**src/rtl/ysyx_22050710_lsu_pkg.sv**
```systemverilog
// ysyx_22050710_lsu_pkg: shared FSM states, access size codes and lane mask tables for the LSU.
package ysyx_22050710_lsu_pkg;

    typedef enum logic [1:0] {S_IDLE, S_REQ, S_RESP, S_DONE} state_e;
    typedef enum logic [1:0] {SZ_B, SZ_H, SZ_W, SZ_D} size_e;

    localparam logic [3:0][7:0] SIZE_MASK  = {8'hFF, 8'h0F, 8'h03, 8'h01};
    localparam logic [3:0][2:0] ALIGN_MASK = {3'b111, 3'b011, 3'b001, 3'b000};

    // EXU MemOP pairs signed/unsigned variants, so bits [2:1] alone give the size
    function automatic size_e size_of(input logic [2:0] op);
        return size_e'(op[2:1]);
    endfunction

endpackage

```
**src/rtl/ysyx_22050710_lsu_lane.sv**
```systemverilog
// ysyx_22050710_lsu_lane: combinational byte-lane shifting, write mask and misalign detection.
module ysyx_22050710_lsu_lane
    import ysyx_22050710_lsu_pkg::*;
(
    input  logic [2:0]  op_i,
    input  logic [63:0] addr_i,
    input  logic [63:0] wdata_i,
    input  logic        we_i,
    input  logic [63:0] mem_rdata_i,
    input  logic [2:0]  chk_op_i,
    input  logic [2:0]  chk_off_i,
    output logic [63:0] mem_addr_o,
    output logic [63:0] mem_wdata_o,
    output logic [7:0]  mem_wmask_o,
    output logic [63:0] rdata_o,
    output logic        misalign_o
);
    size_e       sz;
    logic [5:0]  sh;
    logic [7:0]  bmask;
    logic [63:0] bitmask;

    assign sz    = size_of(op_i);
    assign sh    = {addr_i[2:0], 3'b000};
    assign bmask = SIZE_MASK[sz];

    for (genvar b = 0; b < 8; b++) begin : g_bm
        assign bitmask[8*b +: 8] = {8{bmask[b]}};
    end

    assign mem_addr_o  = {addr_i[63:3], 3'b000};
    assign mem_wdata_o = wdata_i << sh;
    assign mem_wmask_o = we_i ? bmask << addr_i[2:0] : 8'h00;
    assign rdata_o     = (mem_rdata_i >> sh) & bitmask;
    // checked on the live core request, before fields are captured
    assign misalign_o  = |(chk_off_i & ALIGN_MASK[size_of(chk_op_i)]);

endmodule

```
**src/rtl/ysyx_22050710_lsu.sv**
```systemverilog
// ysyx_22050710_lsu: single-outstanding load/store unit bridging the core to a req/gnt/rvalid memory port.
module ysyx_22050710_lsu
    import ysyx_22050710_lsu_pkg::*;
#(
    parameter int RESP_TIMEOUT = 255
) (
    input  logic        i_clk,
    input  logic        i_rst_n,
    input  logic        i_valid,
    output logic        o_ready,
    input  logic        i_wen,
    input  logic        i_ren,
    input  logic [2:0]  i_MemOP,
    input  logic [63:0] i_addr,
    input  logic [63:0] i_wdata,
    output logic [63:0] o_rdata,
    output logic        o_done,
    output logic        o_err,
    output logic        o_mem_req,
    input  logic        i_mem_gnt,
    output logic        o_mem_we,
    output logic [63:0] o_mem_addr,
    output logic [63:0] o_mem_wdata,
    output logic [7:0]  o_mem_wmask,
    input  logic        i_mem_rvalid,
    input  logic [63:0] i_mem_rdata
);
    localparam int CW = $clog2(RESP_TIMEOUT + 1);

    state_e          state_q;
    logic [63:0]     addr_q, wdata_q, rdata_q, lane_rdata;
    logic [2:0]      op_q;
    logic            we_q, req_q, done_q, err_q, misalign;
    logic [CW-1:0]   cnt_q;

    ysyx_22050710_lsu_lane u_lane (
        .op_i        (op_q),
        .addr_i      (addr_q),
        .wdata_i     (wdata_q),
        .we_i        (we_q),
        .mem_rdata_i (i_mem_rdata),
        .chk_op_i    (i_MemOP),
        .chk_off_i   (i_addr[2:0]),
        .mem_addr_o  (o_mem_addr),
        .mem_wdata_o (o_mem_wdata),
        .mem_wmask_o (o_mem_wmask),
        .rdata_o     (lane_rdata),
        .misalign_o  (misalign)
    );

    always_ff @(posedge i_clk or negedge i_rst_n) begin
        if (!i_rst_n) begin
            state_q <= S_IDLE;
            addr_q  <= '0;
            wdata_q <= '0;
            op_q    <= '0;
            we_q    <= 1'b0;
            req_q   <= 1'b0;
            done_q  <= 1'b0;
            err_q   <= 1'b0;
            rdata_q <= '0;
            cnt_q   <= '0;
        end else begin
            done_q <= 1'b0;
            case (state_q)
                S_IDLE: if (i_valid && (i_wen || i_ren)) begin
                    addr_q  <= i_addr;
                    op_q    <= i_MemOP;
                    wdata_q <= i_wdata;
                    we_q    <= i_wen;
                    if (misalign) begin
                        state_q <= S_DONE;
                        done_q  <= 1'b1;
                        err_q   <= 1'b1;
                        rdata_q <= '0;
                    end else begin
                        state_q <= S_REQ;
                        req_q   <= 1'b1;
                    end
                end
                S_REQ: if (i_mem_gnt) begin
                    req_q   <= 1'b0;
                    cnt_q   <= '0;
                    state_q <= S_RESP;
                end
                S_RESP: if (i_mem_rvalid) begin
                    rdata_q <= lane_rdata;
                    err_q   <= 1'b0;
                    done_q  <= 1'b1;
                    state_q <= S_DONE;
                end else if (cnt_q == CW'(RESP_TIMEOUT - 1)) begin
                    rdata_q <= '0;
                    err_q   <= 1'b1;
                    done_q  <= 1'b1;
                    state_q <= S_DONE;
                end else begin
                    cnt_q <= cnt_q + 1'b1;
                end
                default: begin
                    err_q   <= 1'b0;
                    state_q <= S_IDLE;
                end
            endcase
        end
    end

    assign o_ready   = state_q == S_IDLE;
    assign o_mem_req = req_q;
    assign o_mem_we  = we_q;
    assign o_done    = done_q;
    assign o_err     = err_q;
    assign o_rdata   = rdata_q;

endmodule
```
**config.mk**
```make
export PLATFORM = sky130hd
export DESIGN_NAME = ysyx_22050710_lsu
export DESIGN_NICKNAME = d
export VERILOG_FILES = /design/src/rtl/ysyx_22050710_lsu_pkg.sv /design/src/rtl/ysyx_22050710_lsu_lane.sv /design/src/rtl/ysyx_22050710_lsu.sv
export SDC_FILE = /design/constraint.sdc
export NUM_CORES = 1
export LEC_CHECK = 0
export ABC_AREA = 1
export CAP_MARGIN = 25
export CORE_ASPECT_RATIO = 2
export CORE_MARGIN = 2
export CORE_UTILIZATION = 27
export DETAILED_ROUTE_END_ITERATION = 16
export GPL_TIMING_DRIVEN = 0
export PLACE_DENSITY_LB_ADDON = 0.05
export SYNTH_ARGS = -nofsm -noshare
export SYNTH_HDL_FRONTEND = slang
export SYNTH_SLANG_ARGS = --single-unit
```
**constraint.sdc**
```tcl
create_clock -name i_clk -period 3.8 [get_ports i_clk]
set_input_delay 0.76 -clock i_clk [delete_from_list [all_inputs] [get_ports i_clk]]
set_output_delay 0.76 -clock i_clk [all_outputs]
set_load 0.005 [all_outputs]
```
==> metrics.md <==
| Metric | Value |
|---|---|
| Status | `finished, final reports clean` |
| Pre-CTS setup slack | `0.354 ns` |
| Final Net Count | `2284` |
| Switch share | `44.4%` |
| Die X-Extent | `157 microns` |
| Die Area | `48400 sq um` |
| FF-to-FF End | `o_rdata[47]$_DFFE_PN0P_` |
| Vias in the first global route | `13300` |
| Worst endpoint data arrival time | `between 3 and 4 ns` |
| Primary FF master, synth | `dfrtp_1` |
| Share of cells above drive strength 1 | `16.2%` |
| Grt total ovfl | `0` |
| Count of cell types in the netlist | `38` |
| Fin. max-slew vios | `0` |
| Fill cell count | `4917` |
| Ys Warns | `0` |
| DRT antenna net count | `0` |
| WP buf/inv | `4` |
| Post-DP HPWL | `51.4 mm` |
| Rel. slew slack | `41.3%` |
| Cell family with most CP delay | `buffers and inverters` |
| Post-Synthesis Cells | `1647` |
| R2R Setup Slk | `approximately 1.2 ns` |
| Critical register-to-register path startpoint | `state_q[0]$_DFFE_PN0P_` |
| Num rows | `111` |
| Routed len/inst | `23.3 microns` |
| Clk_lat worst skew | `0.55 ns` |
| Sequential power share | `between 20% and 30%` |
| Hold Path Class | `in2async` |
| Clock transition at the registers of the reported paths | `around 0.070 ns` |
| # clock sinks | `208` |
| Critical-path maximum fanout | `10` |
| Cell mode on critical path | `o21ai_0` |
| Cells on worst reg2reg path | `10` |
| Syn Area/Cell | `7.64 sq um` |
| Tmin final | `3.79 ns` |
| Seq cells post-synth | `208` |
| Worst path cell trace | `buf_4 > clkbuf_2 > buf_4 > o21ai_0 > o21ai_0 > o21ai_0 > clkdlybuf4s50_1` |
| Largest net degree at the start of global routing | `108` |
| Global placer's final weighted congestion | `0.966` |
| Area leader, netlist | `dfrtp_1` |
| Vias | `~13000` |
| Net switching power | `6.72 mW` |
| Num ports | `407` |
| CTS root buf | `clkbuf_16` |
| Max Cap Viol | `0` |
| FFs w/ async S/R, synth | `between 90% and 100%` |
| Layout area overhead | `44.8%` |
| Least-Margin Pin Slew | `0.880 ns` |
| Initial Utilization | `a little over a quarter` |
| Post-CTS Setup Inserts | `0` |
| Hold-fix buffers, CTS | `0` |
| Clk buf depth | `3` |
| Clock power share | `15.6%` |
| Top cells by area, synth | `dfrtp_1 41%, nand2_1 18%, mux2_2 10%` |
| Post-synthesis sequential area ratio | `41.4%` |
| Via density | `4.75` |
| Hold Vio Cnt, Final | `0` |
| PD cells | `831 nW/um^2` |
| Port buffer count | `402` |
| CTS Buf Count | `23` |
| Global-route wire length before repair | `about 89 mm` |
| Worst clock skew | `0.0146 ns` |
| GRT Util Overall | `25.8%` |
| Crit Path Class | `reg2out` |
| Crit-path max cell delay | `between 0.6 and 0.7 ns` |
| Critical path endpoint category | `output pin` |
| Int Power | `8.41 mW` |
| CP required | `3.04 ns` |
| DR iter-0 viols | `737` |
| 1st-pass router iterations | `5` |
| Total wire length | `63.3 mm` |
| Post-synth top area share | `41.4%` |
| CTS tree | `done` |
| # setup viols final | `0` |
| Slowest CP cell | `clkdlybuf4s50_1` |
| Unrepaired setup endpoints after global routing | `no` |
| H-Tree Depth | `1` |
| Fmax achieved | `0.264 GHz` |
| Static Leak | `8.52 nW` |
| Fin Setup TNS | `0 ns` |
| Startpoint types | `flop` |
| Die Y-Extent | `309 microns` |
| Final worst-path cycle share | `99.7%` |
| EDFF count, synth | `0` |
| Comb power frac | `59.7%` |
| Mapped Area | `12600 sq um` |
| Antenna violations before repair | `3` |
| Worst VDD drop | `0.477 mV` |
| Final worst setup slack | `between 0.01 and 0.015 ns` |
| Core area | `46000 sq um` |
| Residual DRC | `0` |
## registers in the layout, summed over array words and instances, names as in the netlist
signal,flops
o_mem_req,1
cnt_q,8
o_rdata,64
o_err,1
o_done,1
o_mem_we,1
state_q,2
op_q,2
addr_q,64
wdata_q,64
## final cells by class
cell class | instances | area [sq um] | share of cell area [%]
antenna | 1 | 2.50 | 0.0137
buffer | 163 | 1060 | 5.80
clock buffer | 31 | 646 | 3.54
clock inverter | 10 | 115 | 0.632
inverter | 88 | 330 | 1.81
multi-input combinational | 1189 | 6030 | 33.1
sequential | 208 | 5200 | 28.6
tap | 621 | 777 | 4.27
timing repair buffer | 403 | 4060 | 22.3
## worst reg2reg max path, stage by stage (launching register included)
cell      delay, ns
dfrtp_1        0.40
inv_1          0.11
ha_1           0.14
buf_2          0.22
nand2_2        0.17
clkinv_1       0.25
nand3_1        0.20
buf_2          0.26
a21oi_1        0.51
nand2_1        0.15
nand2_1        0.10
## per-stage QoR
| step | power (mW) | util (%) | cell area (sq um) | hold WS [ns] | std cells |
|---|---|---|---|---|---|
| global route | 16.1 | 39.6 | 18200 | 0.252 | 2714 |
| CTS | 15.2 | 39.6 | 18200 | 0.252 | 2713 |
| floorplan | 8.17 | - | 12600 | 0.464 | 1649 |
| finish | 15.1 | 39.6 | 18200 | 0.193 | 2714 |
| detailed placement | 12.7 | 37.9 | 17400 | 0.459 | 2673 |
| global placement | 12.7 | 37.8 | 17400 | 0.457 | 2672 |
## how the worst max path moves through the flow
stage	endpoint	slack [ns]	start	cells after the start
after global routing	o_mem_wdata[56]	0.002	addr_q[0]$_DFFE_PN0P_	8
after detailed placement	o_mem_wdata[34]	0.35	addr_q[0]$_DFFE_PN0P_	7
after floorplan	o_mem_wdata[32]	1.74	addr_q[0]$_DFFE_PN0P_	6
final	o_mem_wdata[54]	0.01	addr_q[0]$_DFFE_PN0P_	7
after global placement	addr_q[16]$_DFFE_PN0P_	-7.67	i_rst_n	1
after CTS	o_mem_wdata[62]	0.0007	addr_q[0]$_DFFE_PN0P_	7
## Yosys cell counts, drive strengths merged (4+ instances only)
| cell | instances |
|---|---|
| mux2i | 8 |
| clkbuf | 23 |
| or2 | 20 |
| nor2 | 114 |
| o21ai | 100 |
| mux2 | 117 |
| nand3 | 156 |
| ha | 6 |
| buf | 141 |
| nand4 | 7 |
| a21oi | 52 |
| nand2 | 594 |
| nor3 | 4 |
| dfrtp | 208 |
| inv | 87 |
## metal layers
layer	wire length (microns)	track usage, %	vias to the layer above	part of all wire (%)
met3	4630	6.24	133	7.3
met2	33500	48.7	576	53
met1	20600	24.6	6094	33
met5	24	0	-	0.038
met4	4570	16.3	4	7.2
li1	-	-	6084	-
## cells in the final DEF, fill, tap and decap left out, drive strengths merged, types with 2 or more instances in the layout
master	n
clkbuf	59
mux2i	8
nor2	114
clkdlybuf4s50	401
nand3	156
dfrtp	208
nor3	4
o21ai	100
buf	137
bufinv	2
ha	6
or2	20
nand4	7
inv	91
conb	3
mux2	117
a21oi	52
clkinv	5
nand2	594
## cells by family (layout without fill, tap and decap cells)
| family | count (synthesis) | in the layout | share of synthesized area, % |
|---|---|---|---|
| mux | 125 | 125 | 11.1 |
| buf+inv | 252 | 695 | 10.8 |
| simple gates | 896 | 896 | 29.5 |
| other cells | 1 | 4 | 0.0298 |
| fa+ha+maj | 6 | 6 | 0.597 |
| compound gates | 158 | 158 | 6.47 |
| xor+xnor | 1 | 1 | 0.0696 |
| flops | 208 | 208 | 41.4 |
## power by group through the flow
stage                     logic, mW  clock network [mW]  registers [mW]
after floorplan                4.71                   0            3.46
after global placement         8.95                   0            3.76
after detailed placement       8.95                   0            3.78
after CTS                      9.03                2.44            3.74
after global routing           9.74                2.51            3.83
final                          9.04                2.36            3.73
## what timing repair did
action                     CTS  global route
gates resized for setup     12            23
cloned                       0             0
setup endpoints to repair   24            33
Power figures use the tool's default switching activity.
